## config.mk

```make
export PLATFORM = sky130hd
export DESIGN_NAME = wb_uart_ring_bridge_flat
export DESIGN_NICKNAME = d
export VERILOG_FILES = /design/src/rtl/wb_uart_ring_bridge_if.sv /design/src/rtl/wb_uart_ring_bridge.sv /design/src/flat_wrapper.sv
export SDC_FILE = /design/constraint.sdc
export NUM_CORES = 1
export LEC_CHECK = 0
export BUFFER_PORTS_ARGS = -buffer_cell sky130_fd_sc_hd__buf_2
export CORE_ASPECT_RATIO = 1.1
export CORE_UTILIZATION = 30
export CTS_CLUSTER_SIZE = 12
export DETAILED_ROUTE_END_ITERATION = 10
export HOLD_SLACK_MARGIN = 0.1
export PLACE_DENSITY = 0.51
export SLEW_MARGIN = 20
export SYNTH_ARGS = -nofsm -noshare
export SYNTH_HDL_FRONTEND = slang
export SYNTH_SLANG_ARGS = --single-unit
```

## constraint.sdc

```tcl
create_clock -name i_wb_clk -period 4.67 [get_ports i_wb_clk]
set_input_delay 1.1675 -clock i_wb_clk [delete_from_list [all_inputs] [get_ports i_wb_clk]]
set_output_delay 1.1675 -clock i_wb_clk [all_outputs]
set_load 0.01 [all_outputs]
```

## src/rtl/wb_uart_ring_bridge_if.sv

```systemverilog
// Bus bundle for the UART ring bridge: CPU Wishbone slave side, RAM Wishbone
// master side, and the RX/TX byte streams.
interface wb_uart_ring_bridge_if #(
  parameter int BITS = 8
);
  logic [31:0]     i_wb_cpu_adr;
  logic [31:0]     i_wb_cpu_dat;
  logic [3:0]      i_wb_cpu_sel;
  logic            i_wb_cpu_we;
  logic            i_wb_cpu_cyc;
  logic [31:0]     o_wb_cpu_rdt;
  logic            o_wb_cpu_ack;
  logic [31:0]     o_wb_mem_adr;
  logic [31:0]     o_wb_mem_dat;
  logic [3:0]      o_wb_mem_sel;
  logic            o_wb_mem_we;
  logic            o_wb_mem_cyc;
  logic [31:0]     i_wb_mem_rdt;
  logic            i_wb_mem_ack;
  logic            i_rx_valid;
  logic [BITS-1:0] i_rx_data;
  logic            o_tx_valid;
  logic [7:0]      o_tx_data;
  logic            i_tx_ready;

  modport slave (
    input  i_wb_cpu_adr, i_wb_cpu_dat, i_wb_cpu_sel, i_wb_cpu_we, i_wb_cpu_cyc,
    output o_wb_cpu_rdt, o_wb_cpu_ack,
    output o_wb_mem_adr, o_wb_mem_dat, o_wb_mem_sel, o_wb_mem_we, o_wb_mem_cyc,
    input  i_wb_mem_rdt, i_wb_mem_ack,
    input  i_rx_valid, i_rx_data,
    output o_tx_valid, o_tx_data,
    input  i_tx_ready
  );

  modport master (
    output i_wb_cpu_adr, i_wb_cpu_dat, i_wb_cpu_sel, i_wb_cpu_we, i_wb_cpu_cyc,
    input  o_wb_cpu_rdt, o_wb_cpu_ack,
    input  o_wb_mem_adr, o_wb_mem_dat, o_wb_mem_sel, o_wb_mem_we, o_wb_mem_cyc,
    output i_wb_mem_rdt, i_wb_mem_ack,
    output i_rx_valid, i_rx_data,
    input  o_tx_valid, o_tx_data,
    output i_tx_ready
  );
endinterface

```

## src/rtl/wb_uart_ring_bridge.sv

```systemverilog
// Arbitrates SERV memory accesses against buffered UART RX bytes written into a
// circular RAM window, and exposes TX-data and status registers to the CPU.
module wb_uart_ring_bridge #(
  parameter int          BITS       = 8,
  parameter logic [31:0] RING_BASE  = 32'h00C00000,
  parameter int          RING_SIZE  = 65536,
  parameter int          FIFO_DEPTH = 4,
  parameter logic [31:0] TX_ADR     = 32'h00F00000,
  parameter logic [31:0] STAT_ADR   = 32'h00F00004
) (
  input logic                  i_wb_clk,
  input logic                  i_wb_rst,
  wb_uart_ring_bridge_if.slave bus
);
  localparam int PTR_W = $clog2(RING_SIZE);
  localparam int FA_W  = $clog2(FIFO_DEPTH);
  localparam int CNT_W = FA_W + 1;

  typedef enum logic [1:0] {IDLE, CPU_MEM, RX_WR, MMIO} state_e;
  state_e state_q, state_d;

  logic [7:0]       fifo_mem_q [FIFO_DEPTH];
  logic [FA_W-1:0]  fifo_rd_q, fifo_rd_d, fifo_wr_q, fifo_wr_d;
  logic [CNT_W-1:0] fifo_cnt_q, fifo_cnt_d;
  logic [PTR_W-1:0] ring_ptr_q, ring_ptr_d;
  logic             overflow_q, overflow_d, wrapped_q, wrapped_d;
  logic             tx_valid_q, tx_valid_d;
  logic [7:0]       tx_data_q, tx_data_d;
  logic [31:0]      cpu_adr_q, cpu_adr_d, cpu_dat_q, cpu_dat_d;
  logic [3:0]       cpu_sel_q, cpu_sel_d;
  logic             cpu_we_q, cpu_we_d;

  logic        fifo_full, fifo_empty, push, pop, drop;
  logic        is_mmio_adr, tx_wr_req, tx_stall, tx_load, stat_wr, grant_cpu;
  logic [7:0]  rx_byte, head;
  logic [31:0] stat_word, ring_off;

  assign rx_byte     = 8'(bus.i_rx_data);
  assign head        = fifo_mem_q[fifo_rd_q];
  assign fifo_full   = (fifo_cnt_q == CNT_W'(FIFO_DEPTH));
  assign fifo_empty  = (fifo_cnt_q == '0);
  assign pop         = (state_q == RX_WR) && bus.i_wb_mem_ack;
  // A full FIFO still accepts a symbol when the head leaves in the same cycle.
  assign push        = bus.i_rx_valid && (!fifo_full || pop);
  assign drop        = bus.i_rx_valid && fifo_full && !pop;
  assign is_mmio_adr = (bus.i_wb_cpu_adr == TX_ADR) || (bus.i_wb_cpu_adr == STAT_ADR);
  assign tx_wr_req   = (state_q == MMIO) && (bus.i_wb_cpu_adr == TX_ADR) &&
                       bus.i_wb_cpu_we && bus.i_wb_cpu_sel[0];
  assign tx_stall    = tx_wr_req && tx_valid_q;
  assign tx_load     = tx_wr_req && !tx_valid_q;
  assign stat_wr     = (state_q == MMIO) && (bus.i_wb_cpu_adr == STAT_ADR) && bus.i_wb_cpu_we;
  assign grant_cpu   = (state_q == IDLE) && (state_d == CPU_MEM);
  assign stat_word   = {overflow_q, wrapped_q, 6'(fifo_cnt_q), 24'(ring_ptr_q)};
  assign ring_off    = {{(32-PTR_W){1'b0}}, ring_ptr_q[PTR_W-1:2], 2'b00};

  assign bus.o_tx_valid = tx_valid_q;
  assign bus.o_tx_data  = tx_data_q;

  always_ff @(posedge i_wb_clk or posedge i_wb_rst) begin
    if (i_wb_rst) state_q <= IDLE;
    else          state_q <= state_d;
  end

  always_comb begin
    state_d = state_q;
    case (state_q)
      IDLE: begin
        if (fifo_cnt_q >= CNT_W'(FIFO_DEPTH / 2))    state_d = RX_WR;
        else if (bus.i_wb_cpu_cyc && is_mmio_adr)     state_d = MMIO;
        else if (bus.i_wb_cpu_cyc)                    state_d = CPU_MEM;
        else if (!fifo_empty)                         state_d = RX_WR;
      end
      CPU_MEM: if (bus.i_wb_mem_ack) state_d = IDLE;
      RX_WR:   if (bus.i_wb_mem_ack) state_d = IDLE;
      MMIO:    if (!tx_stall)        state_d = IDLE;
      default: state_d = IDLE;
    endcase
  end

  always_comb begin
    bus.o_wb_mem_adr = '0;
    bus.o_wb_mem_dat = '0;
    bus.o_wb_mem_sel = '0;
    bus.o_wb_mem_we  = 1'b0;
    bus.o_wb_mem_cyc = 1'b0;
    bus.o_wb_cpu_rdt = '0;
    bus.o_wb_cpu_ack = 1'b0;
    case (state_q)
      CPU_MEM: begin
        bus.o_wb_mem_adr = cpu_adr_q;
        bus.o_wb_mem_dat = cpu_dat_q;
        bus.o_wb_mem_sel = cpu_sel_q;
        bus.o_wb_mem_we  = cpu_we_q;
        bus.o_wb_mem_cyc = 1'b1;
        bus.o_wb_cpu_rdt = bus.i_wb_mem_rdt;
        bus.o_wb_cpu_ack = bus.i_wb_mem_ack;
      end
      RX_WR: begin
        bus.o_wb_mem_adr = RING_BASE + ring_off;
        bus.o_wb_mem_dat = {4{head}};
        bus.o_wb_mem_sel = 4'b0001 << ring_ptr_q[1:0];
        bus.o_wb_mem_we  = 1'b1;
        bus.o_wb_mem_cyc = 1'b1;
      end
      MMIO: begin
        bus.o_wb_cpu_ack = !tx_stall;
        if (bus.i_wb_cpu_adr == STAT_ADR)    bus.o_wb_cpu_rdt = stat_word;
        else if (bus.i_wb_cpu_adr == TX_ADR) bus.o_wb_cpu_rdt = {31'b0, tx_valid_q};
      end
      default: ;
    endcase
  end

  always_comb begin
    fifo_wr_d  = push ? fifo_wr_q + FA_W'(1) : fifo_wr_q;
    fifo_rd_d  = pop  ? fifo_rd_q + FA_W'(1) : fifo_rd_q;
    fifo_cnt_d = fifo_cnt_q;
    case ({push, pop})
      2'b10:   fifo_cnt_d = fifo_cnt_q + CNT_W'(1);
      2'b01:   fifo_cnt_d = fifo_cnt_q - CNT_W'(1);
      default: fifo_cnt_d = fifo_cnt_q;
    endcase
    ring_ptr_d = pop ? ring_ptr_q + PTR_W'(1) : ring_ptr_q;

    // Clears are applied first so a coincident set wins.
    overflow_d = overflow_q;
    wrapped_d  = wrapped_q;
    if (stat_wr && bus.i_wb_cpu_dat[31]) overflow_d = 1'b0;
    if (stat_wr && bus.i_wb_cpu_dat[30]) wrapped_d  = 1'b0;
    if (drop)                            overflow_d = 1'b1;
    if (pop && (&ring_ptr_q))            wrapped_d  = 1'b1;

    tx_valid_d = tx_valid_q;
    if (tx_valid_q && bus.i_tx_ready) tx_valid_d = 1'b0;
    if (tx_load)                      tx_valid_d = 1'b1;
    tx_data_d = tx_load ? bus.i_wb_cpu_dat[7:0] : tx_data_q;

    cpu_adr_d = grant_cpu ? bus.i_wb_cpu_adr : cpu_adr_q;
    cpu_dat_d = grant_cpu ? bus.i_wb_cpu_dat : cpu_dat_q;
    cpu_sel_d = grant_cpu ? bus.i_wb_cpu_sel : cpu_sel_q;
    cpu_we_d  = grant_cpu ? bus.i_wb_cpu_we  : cpu_we_q;
  end

  always_ff @(posedge i_wb_clk or posedge i_wb_rst) begin
    if (i_wb_rst) begin
      fifo_rd_q  <= '0;
      fifo_wr_q  <= '0;
      fifo_cnt_q <= '0;
      ring_ptr_q <= '0;
      overflow_q <= 1'b0;
      wrapped_q  <= 1'b0;
      tx_valid_q <= 1'b0;
      tx_data_q  <= '0;
    end else begin
      fifo_rd_q  <= fifo_rd_d;
      fifo_wr_q  <= fifo_wr_d;
      fifo_cnt_q <= fifo_cnt_d;
      ring_ptr_q <= ring_ptr_d;
      overflow_q <= overflow_d;
      wrapped_q  <= wrapped_d;
      tx_valid_q <= tx_valid_d;
      tx_data_q  <= tx_data_d;
    end
  end

  // Payload storage carries no reset; it is only observed behind valid control state.
  always_ff @(posedge i_wb_clk) begin
    if (push) fifo_mem_q[fifo_wr_q] <= rx_byte;
    cpu_adr_q <= cpu_adr_d;
    cpu_dat_q <= cpu_dat_d;
    cpu_sel_q <= cpu_sel_d;
    cpu_we_q  <= cpu_we_d;
  end
endmodule
```

## src/flat_wrapper.sv

```systemverilog
// flat-port wrapper written by rule: the top's interface ports become plain ports
module wb_uart_ring_bridge_flat 
#(
  parameter int          BITS       = 8,
  parameter logic [31:0] RING_BASE  = 32'h00C00000,
  parameter int          RING_SIZE  = 65536,
  parameter int          FIFO_DEPTH = 4,
  parameter logic [31:0] TX_ADR     = 32'h00F00000,
  parameter logic [31:0] STAT_ADR   = 32'h00F00004
)
  (i_wb_clk, i_wb_rst, bus_i_wb_cpu_adr, bus_i_wb_cpu_dat, bus_i_wb_cpu_sel, bus_i_wb_cpu_we, bus_i_wb_cpu_cyc, bus_o_wb_cpu_rdt, bus_o_wb_cpu_ack, bus_o_wb_mem_adr, bus_o_wb_mem_dat, bus_o_wb_mem_sel, bus_o_wb_mem_we, bus_o_wb_mem_cyc, bus_i_wb_mem_rdt, bus_i_wb_mem_ack, bus_i_rx_valid, bus_i_rx_data, bus_o_tx_valid, bus_o_tx_data, bus_i_tx_ready);
  wb_uart_ring_bridge_if #(.BITS(BITS)) bus_i ();
  input logic i_wb_clk;
  input logic i_wb_rst;
  input wire logic [$bits(bus_i.i_wb_cpu_adr)-1:0] bus_i_wb_cpu_adr;
  input wire logic [$bits(bus_i.i_wb_cpu_dat)-1:0] bus_i_wb_cpu_dat;
  input wire logic [$bits(bus_i.i_wb_cpu_sel)-1:0] bus_i_wb_cpu_sel;
  input wire logic [$bits(bus_i.i_wb_cpu_we)-1:0] bus_i_wb_cpu_we;
  input wire logic [$bits(bus_i.i_wb_cpu_cyc)-1:0] bus_i_wb_cpu_cyc;
  output wire logic [$bits(bus_i.o_wb_cpu_rdt)-1:0] bus_o_wb_cpu_rdt;
  output wire logic [$bits(bus_i.o_wb_cpu_ack)-1:0] bus_o_wb_cpu_ack;
  output wire logic [$bits(bus_i.o_wb_mem_adr)-1:0] bus_o_wb_mem_adr;
  output wire logic [$bits(bus_i.o_wb_mem_dat)-1:0] bus_o_wb_mem_dat;
  output wire logic [$bits(bus_i.o_wb_mem_sel)-1:0] bus_o_wb_mem_sel;
  output wire logic [$bits(bus_i.o_wb_mem_we)-1:0] bus_o_wb_mem_we;
  output wire logic [$bits(bus_i.o_wb_mem_cyc)-1:0] bus_o_wb_mem_cyc;
  input wire logic [$bits(bus_i.i_wb_mem_rdt)-1:0] bus_i_wb_mem_rdt;
  input wire logic [$bits(bus_i.i_wb_mem_ack)-1:0] bus_i_wb_mem_ack;
  input wire logic [$bits(bus_i.i_rx_valid)-1:0] bus_i_rx_valid;
  input wire logic [$bits(bus_i.i_rx_data)-1:0] bus_i_rx_data;
  output wire logic [$bits(bus_i.o_tx_valid)-1:0] bus_o_tx_valid;
  output wire logic [$bits(bus_i.o_tx_data)-1:0] bus_o_tx_data;
  input wire logic [$bits(bus_i.i_tx_ready)-1:0] bus_i_tx_ready;
  assign bus_i.i_wb_cpu_adr = bus_i_wb_cpu_adr;
  assign bus_i.i_wb_cpu_dat = bus_i_wb_cpu_dat;
  assign bus_i.i_wb_cpu_sel = bus_i_wb_cpu_sel;
  assign bus_i.i_wb_cpu_we = bus_i_wb_cpu_we;
  assign bus_i.i_wb_cpu_cyc = bus_i_wb_cpu_cyc;
  assign bus_o_wb_cpu_rdt = bus_i.o_wb_cpu_rdt;
  assign bus_o_wb_cpu_ack = bus_i.o_wb_cpu_ack;
  assign bus_o_wb_mem_adr = bus_i.o_wb_mem_adr;
  assign bus_o_wb_mem_dat = bus_i.o_wb_mem_dat;
  assign bus_o_wb_mem_sel = bus_i.o_wb_mem_sel;
  assign bus_o_wb_mem_we = bus_i.o_wb_mem_we;
  assign bus_o_wb_mem_cyc = bus_i.o_wb_mem_cyc;
  assign bus_i.i_wb_mem_rdt = bus_i_wb_mem_rdt;
  assign bus_i.i_wb_mem_ack = bus_i_wb_mem_ack;
  assign bus_i.i_rx_valid = bus_i_rx_valid;
  assign bus_i.i_rx_data = bus_i_rx_data;
  assign bus_o_tx_valid = bus_i.o_tx_valid;
  assign bus_o_tx_data = bus_i.o_tx_data;
  assign bus_i.i_tx_ready = bus_i_tx_ready;
  wb_uart_ring_bridge #(.BITS(BITS), .RING_BASE(RING_BASE), .RING_SIZE(RING_SIZE), .FIFO_DEPTH(FIFO_DEPTH), .TX_ADR(TX_ADR), .STAT_ADR(STAT_ADR)) u_core (.i_wb_clk(i_wb_clk), .i_wb_rst(i_wb_rst), .bus(bus_i));
endmodule
```

==> impl_metrics.py, run 1 <==
metrics = {
    "routing": {
        "detail_route.first_pass.iterations": 4,
        "via_per_inst": 4.87,
        "drc": 0,
        "vias": 4706,
        "drtIter0Drc": 164,
        "antenna_left": 0,
        "postRouteWirelength_um": 18100,
        "wl_per_cell_um": 18.7,
    },
    "floorplanning": {
        "die_area_um2": 21400,
        "placementRows": 55,
        "die_width_um": 140,
        "initial_core_util_pct": 30.5,
        "die_y_um": 153,
        "ioPinCount": 227,
        "core_um2": 20500,
    },
    "clocking": {
        "cts_buffers": 17,
        "root_buffer": "clkbuf_16",
        "clk_latency_ns": 0.42,
        "cts_tree": "done",
        "clkTransAtPathRegs_ns": 0.06,
        "clock_path_buffers": 2,
        "postCtsSetupBuffers": 0,
        "holdBufCountCts": 0,
        "htreeDepth": 4,
        "cts-resized-gates": 0,
        "cts.sinks": 137,
    },
    "setup_path": {
        "worst-path-buf-inv": 3,
        "cp-start-kind": "input port",
        "crit_required_ns": 3.50,
        "worstReg2RegEnd": "u_core.fifo_cnt_q[2]$_DFFE_PP0P_",
        "cp-endpoint": "bus_o_wb_cpu_rdt[13]",
        "reg2reg_depth": 12,
        "worst-path-max-fanout": 20,
        "cp_top_family": "simple AND/OR/NAND/NOR gates",
        "endpoint_kind": "primary output",
        "crit_arrival_ns": 3.00,
        "cp_slowest_cell": "nor4b_1",
        "crit_top_cell": "buf_2",
        "critPathMaxStageDelay_ns": 0.51,
        "reg2reg_from": "u_core.state_q[0]$_DFF_PP0_",
        "worstSetupStartpoint": "bus_i_wb_cpu_adr[17]",
        "r2r_setup_slack_ns": 1.47,
        "path_cells": "buf_2 > nor4b_1 > nand4_2 > nor3_2 > buf_4 > a22o_1 > buf_2",
        "critical_path_class": "in2out",
        "crit_cells": 7,
    },
    "place": {
        "place_area_um2": 7700,
        "gp_congestion": 0.773,
        "port_buffers": 226,
        "dp_hpwl_um": 12900,
    },
    "worst_hold_path": {
        "hp-class": "reg2reg",
        "min_from": "u_core.bus.o_tx_data[7]$_DFFE_PP0P_",
    },
    "power": {
        "power.clock.fraction_pct": 32.8,
        "power_mw": 4.60,
        "power.density_nw_per_um2": 549,
        "power_leakage_nw": 3.60,
        "power.internal_mw": 3.09,
        "pwr-share-comb_pct": 31.3,
        "peakVddDrop_mv": 0.298,
        "sw_frac_of_total_pct": 32.8,
        "net-switching-power_mw": 1.51,
        "seq_power_share_pct": 35.9,
    },
    "flow_run": {
        "cap_viol_max_count": 0,
    },
    "global_routing": {
        "grt_pass1_vias": 4925,
        "antenna_found_initial": 2,
        "grt_use_total_pct": 17.5,
        "overflow": 0,
        "grt_pass1_wl_um": 28000,
        "grt_max_degree": 103,
    },
    "yosys": {
        "synth.avg_cell_area_um2": 13.3,
        "synth.distinct_cells": 41,
        "synthFlopType": "edfxtp_1",
        "synth_sequential_area_ratio_pct": 62.9,
        "yosysWarnings": 0,
        "ys_async_sr_fraction_pct": 26.3,
        "yosysMostFrequentCell": "edfxtp_1",
        "syn-num-nets": 598,
        "synthCells": 469,
        "yosysTopAreaCell": "edfxtp_1",
        "synthTopCellsByCount": "101 x edfxtp_1, 52 x nand2_1, 36 x dfrtp_1, 32 x a21boi_0, 31 x and2_1",
        "synth_edf_count": 101,
        "ys_top_cells_by_area": "edfxtp_1 49%, dfrtp_1 14%, a21boi_0 3.8%, nand2_1 3.1%, and2_1 3.1%",
        "syn_area_um2": 6250,
        "synth-seq-cells": 137,
        "yosysTopAreaCellShare_pct": 48.5,
    },
    "timing": {
        "finalMaxSlewViolations": 0,
        "finalCriticalPeriod_ns": 4.17,
        "slew_headroom_pct": 44.2,
        "finalClockSkew_ns": 0.00807,
        "post-route-period-util_pct": 89.3,
        "fin_tns_setup_ns": 0,
        "final-setup-viol-count": 0,
        "fmax_mhz": 240,
        "worst_pin_slew_ns": 0.835,
        "whs_ns": 0.503,
        "rsz0062_at_grt": "no",
        "hold_viol": 0,
    },
    "cells_and_area": {
        "drive_above_1_share_pct": 40.5,
        "finalNetCount": 827,
        "syn2layout_area_growth_pct": 34.0,
        "design_area_um2": 8380,
        "antenna_cells": 0,
    },
    "outcome": {
        "status": "finished, final reports clean",
    },
}
## final cells by class
class | count | area, um^2
fill | 1976 | 12100
sequential | 137 | 3930
inverter | 14 | 52.6
multi-input combinational | 295 | 2200
tap | 256 | 320
clock buffer | 18 | 429
timing repair buffer | 233 | 1210
clock inverter | 14 | 228
## through the flow
stage	worst slack, ns	cells	utilization, %
after floorplan	0.592	469	-
after global placement	0.582	934	37.5
after detailed placement	0.461	934	37.5
after CTS	0.441	966	40.8
after global routing	0.286	967	40.8
final	0.499	967	40.8
## kinds of logic (layout without fill, tap and decap cells)
kind of cell | Yosys count | after routing | synth area share, %
multiplexers | 18 | 18 | 4.66
AND/OR/NAND/NOR | 152 | 152 | 13.4
adder cells (fa/ha/maj) | 14 | 14 | 2.92
AO/OA/AOI/OAI | 90 | 90 | 10.9
buffers and inverters | 37 | 279 | 2.26
flip-flops | 137 | 137 | 62.9
XOR/XNOR | 21 | 21 | 2.94
## worst min path at each step
stage                                               end  depth (start not counted)
finish              u_core.bus.o_tx_data[7]$_DFFE_PP0P_                          1
global route        u_core.bus.o_tx_data[0]$_DFFE_PP0P_                          1
CTS                 u_core.bus.o_tx_data[7]$_DFFE_PP0P_                          1
detailed placement  u_core.bus.o_tx_data[7]$_DFFE_PP0P_                          1
global placement    u_core.bus.o_tx_data[3]$_DFFE_PP0P_                          1
floorplan                  u_core.wrapped_q$_DFFE_PP0P_                          2
## per-layer routing
metal	GRT usage, %	vias up	routed length [um]
li1	-	2201	-
met1	19.9	2289	7320
met2	31.0	187	9180
met3	5.26	25	1260
met4	6.07	4	276
met5	0	-	23
## power groups by stage
stage	Sequential, mW	Combinational [mW]	Clock [mW]
floorplan	1.59	0.925	0
global placement	1.67	1.45	0
detailed placement	1.68	1.47	0
CTS	1.65	1.48	1.55
global route	1.67	1.60	1.60
finish	1.65	1.44	1.51
## registers in the layout (all words and copies together), names as in the netlist
| name | count |
|---|---|
| u_core.wrapped_q | 1 |
| u_core.cpu_adr_q | 32 |
| u_core.ring_ptr_q | 16 |
| u_core.cpu_dat_q | 32 |
| u_core.bus.o_tx_data | 8 |
| u_core.bus.o_tx_valid | 1 |
| u_core.state_q | 2 |
| u_core.cpu_we_q | 1 |
| u_core.fifo_rd_q | 2 |
| u_core.fifo_wr_q | 2 |
| u_core.cpu_sel_q | 4 |
| u_core.fifo_mem_q | 32 |
| u_core.overflow_q | 1 |
| u_core.fifo_cnt_q | 3 |
## placed cells by master, fill, tap and decap left out, types with 2 or more instances in the layout
| cell | Yosys | layout |
|---|---|---|
| buf_2 | 2 | 226 |
| xnor2_1 | 13 | 13 |
| bufinv_16 | 0 | 6 |
| buf_4 | 0 | 5 |
| nor4_1 | 6 | 6 |
| o21ai_0 | 5 | 5 |
| nor2b_1 | 22 | 22 |
| nand4_1 | 8 | 8 |
| nand2_1 | 52 | 52 |
| clkinv_2 | 0 | 4 |
| clkinv_1 | 0 | 2 |
| a21oi_1 | 5 | 4 |
| nor4b_1 | 2 | 2 |
| o31ai_1 | 4 | 4 |
| edfxtp_1 | 101 | 101 |
| dfrtp_1 | 36 | 36 |
| nand3_1 | 7 | 7 |
| a22oi_1 | 18 | 18 |
| nand4_2 | 2 | 2 |
| inv_1 | 14 | 13 |
| buf_12 | 0 | 2 |
| and2_1 | 31 | 31 |
| nor2_1 | 8 | 8 |
| xor2_1 | 8 | 8 |
| mux2_2 | 9 | 9 |
| clkbuf_16 | 0 | 17 |
| nor3_1 | 4 | 3 |
| a21boi_0 | 32 | 32 |
| and3_1 | 4 | 4 |
| a22o_1 | 21 | 21 |
| clkinvlp_4 | 0 | 2 |
| ha_1 | 13 | 12 |
| mux4_2 | 8 | 8 |
Power figures use the tool's default switching activity.
==> run 2: changes to the inputs <==
RECOVER_POWER = 25   (was unset)
==> run 2 against run 1 <==
Net effect: clock skew hardly changed; highest routed layer unchanged; routed wire length up 0.33%; fmax is 0.53% lower; final cell count unchanged; sequential power is essentially flat; first-iteration DRC count increased by 4.3%; largest cell class unchanged; setup slack lost 0.022 ns; utilization fell by 0.23 points.
==> impl_metrics.py, run 2 (synthesis gave the netlist of run 1 again) <==
metrics = {
    "outcome": {
        "status": "finished, final reports clean",
    },
    "global_routing": {
        "grt_use_total_pct": 17.5,
        "use_met2_pct": 31.0,
        "grt_max_degree": 103,
        "grt_pass1_vias": 4925,
        "antenna_found_initial": 1,
        "overflow": 0,
        "grt_pass1_wl_um": 28000,
        "met3_usage_pct": 5.26,
        "busiest_layer": "met2",
        "met1_usage_pct": 19.9,
    },
    "clocking": {
        "clock_path_buffers": 2,
        "postCtsSetupBuffers": 0,
        "cts_buffers": 17,
        "clk_latency_ns": 0.42,
        "cts.sinks": 137,
        "clkTransAtPathRegs_ns": 0.06,
        "holdBufCountCts": 0,
        "htreeDepth": 4,
        "root_buffer": "clkbuf_16",
        "cts-resized-gates": 0,
        "cts_tree": "done",
    },
    "cells_and_area": {
        "fin_cells": 967,
        "reg_top3": "u_core.cpu_adr_q (32), u_core.cpu_dat_q (32), u_core.fifo_mem_q (32)",
        "finalNetCount": 827,
        "design_area_um2": 8330,
        "final_cell_mix": "189 x buf_2, 101 x edfxtp_1, 52 x nand2_1",
        "utilization_pct": 40.6,
        "syn2layout_area_growth_pct": 33.3,
        "mostFrequentLayoutCell": "buf_2",
        "antenna_cells": 0,
        "drive_above_1_share_pct": 35.3,
    },
    "timing": {
        "worst_slack_ns": 0.476,
        "worst_pin_slew_ns": 0.824,
        "post-route-period-util_pct": 89.8,
        "slew_headroom_pct": 44.9,
        "fmax_mhz": 238,
        "hold_viol": 0,
        "finalMaxSlewViolations": 0,
        "finalClockSkew_ns": 0.00792,
        "finalCriticalPeriod_ns": 4.19,
        "whs_ns": 0.503,
        "rsz0062_at_grt": "no",
        "final-setup-viol-count": 0,
        "fin_tns_setup_ns": 0,
    },
    "power": {
        "power_mw": 4.59,
        "peakVddDrop_mv": 0.296,
        "power.density_nw_per_um2": 551,
        "power_leakage_nw": 3.50,
    },
    "place": {
        "dp_hpwl_um": 12900,
        "port_buffers": 226,
        "gp_congestion": 0.773,
        "place_area_um2": 7700,
        "placed_cells": 934,
        "post-place-ws_ns": 0.461,
    },
    "flow_run": {
        "cap_viol_max_count": 0,
    },
    "floorplanning": {
        "placementRows": 55,
        "die_area_um2": 21400,
        "die_y_um": 153,
        "ioPinCount": 227,
        "initial_core_util_pct": 30.5,
        "core_um2": 20500,
        "die_width_um": 140,
    },
    "setup_path": {
        "cp-start-kind": "input port",
        "worst-path-buf-inv": 3,
        "cp_slowest_cell": "nor4b_1",
        "critical_path_class": "in2out",
        "crit_required_ns": 3.50,
        "worst-path-max-fanout": 20,
        "path_cells": "clkbuf_1 > nor4b_1 > nand4_2 > nor3_2 > buf_4 > a22o_1 > buf_2",
        "crit_arrival_ns": 3.03,
        "cp_top_family": "simple AND/OR/NAND/NOR gates",
        "endpoint_kind": "primary output",
        "critPathMaxStageDelay_ns": 0.54,
        "r2r_setup_slack_ns": 1.46,
    },
    "routing": {
        "drc": 0,
        "via_per_inst": 4.92,
        "wl_per_cell_um": 18.7,
        "postRouteWirelength_um": 18100,
        "drtIter0Drc": 171,
        "antenna_left": 0,
        "detail_route.first_pass.iterations": 4,
        "vias": 4757,
    },
    "worst_hold_path": {
        "hp-class": "reg2reg",
    },
}
-- run 2: where the power goes --
| group | leakage [nW] | internal [mW] | switching (mW) |
|---|---|---|---|
| logic | 1.80 | 0.596 | 0.838 |
| registers | 1.39 | 1.49 | 0.154 |
| clock network | 0.317 | 0.996 | 0.510 |
| total | 3.50 | 3.09 | 1.50 |
-- run 2: layout make-up --
type / count / area (um^2)
inverter: 14 / 52.6
sequential: 137 / 3930
timing repair buffer: 233 / 1160
clock buffer: 18 / 429
fill: 1981 / 12200
multi-input combinational: 295 / 2200
tap: 256 / 320
clock inverter: 14 / 228
-- run 2: layer usage --
metal | vias up | routed length (um)
met4 | 2 | 257
met3 | 21 | 1290
met2 | 190 | 9230
met5 | - | 9
li1 | 2199 | -
met1 | 2345 | 7330
-- run 2: final timing paths --
kind	start	end	cells past startpoint
worst max-delay path	bus_i_wb_cpu_adr[17]	bus_o_wb_cpu_rdt[13]	7
worst min register to register	u_core.bus.o_tx_data[7]$_DFFE_PP0P_	u_core.bus.o_tx_data[7]$_DFFE_PP0P_	1
min in group asynchronous	i_wb_rst	u_core.fifo_wr_q[0]$_DFFE_PP0P_	3
max in group asynchronous	i_wb_rst	u_core.ring_ptr_q[10]$_DFFE_PP0P_	3
worst max register to register	u_core.state_q[0]$_DFF_PP0_	u_core.fifo_cnt_q[2]$_DFFE_PP0P_	12
worst min-delay path	u_core.bus.o_tx_data[7]$_DFFE_PP0P_	u_core.bus.o_tx_data[7]$_DFFE_PP0P_	1
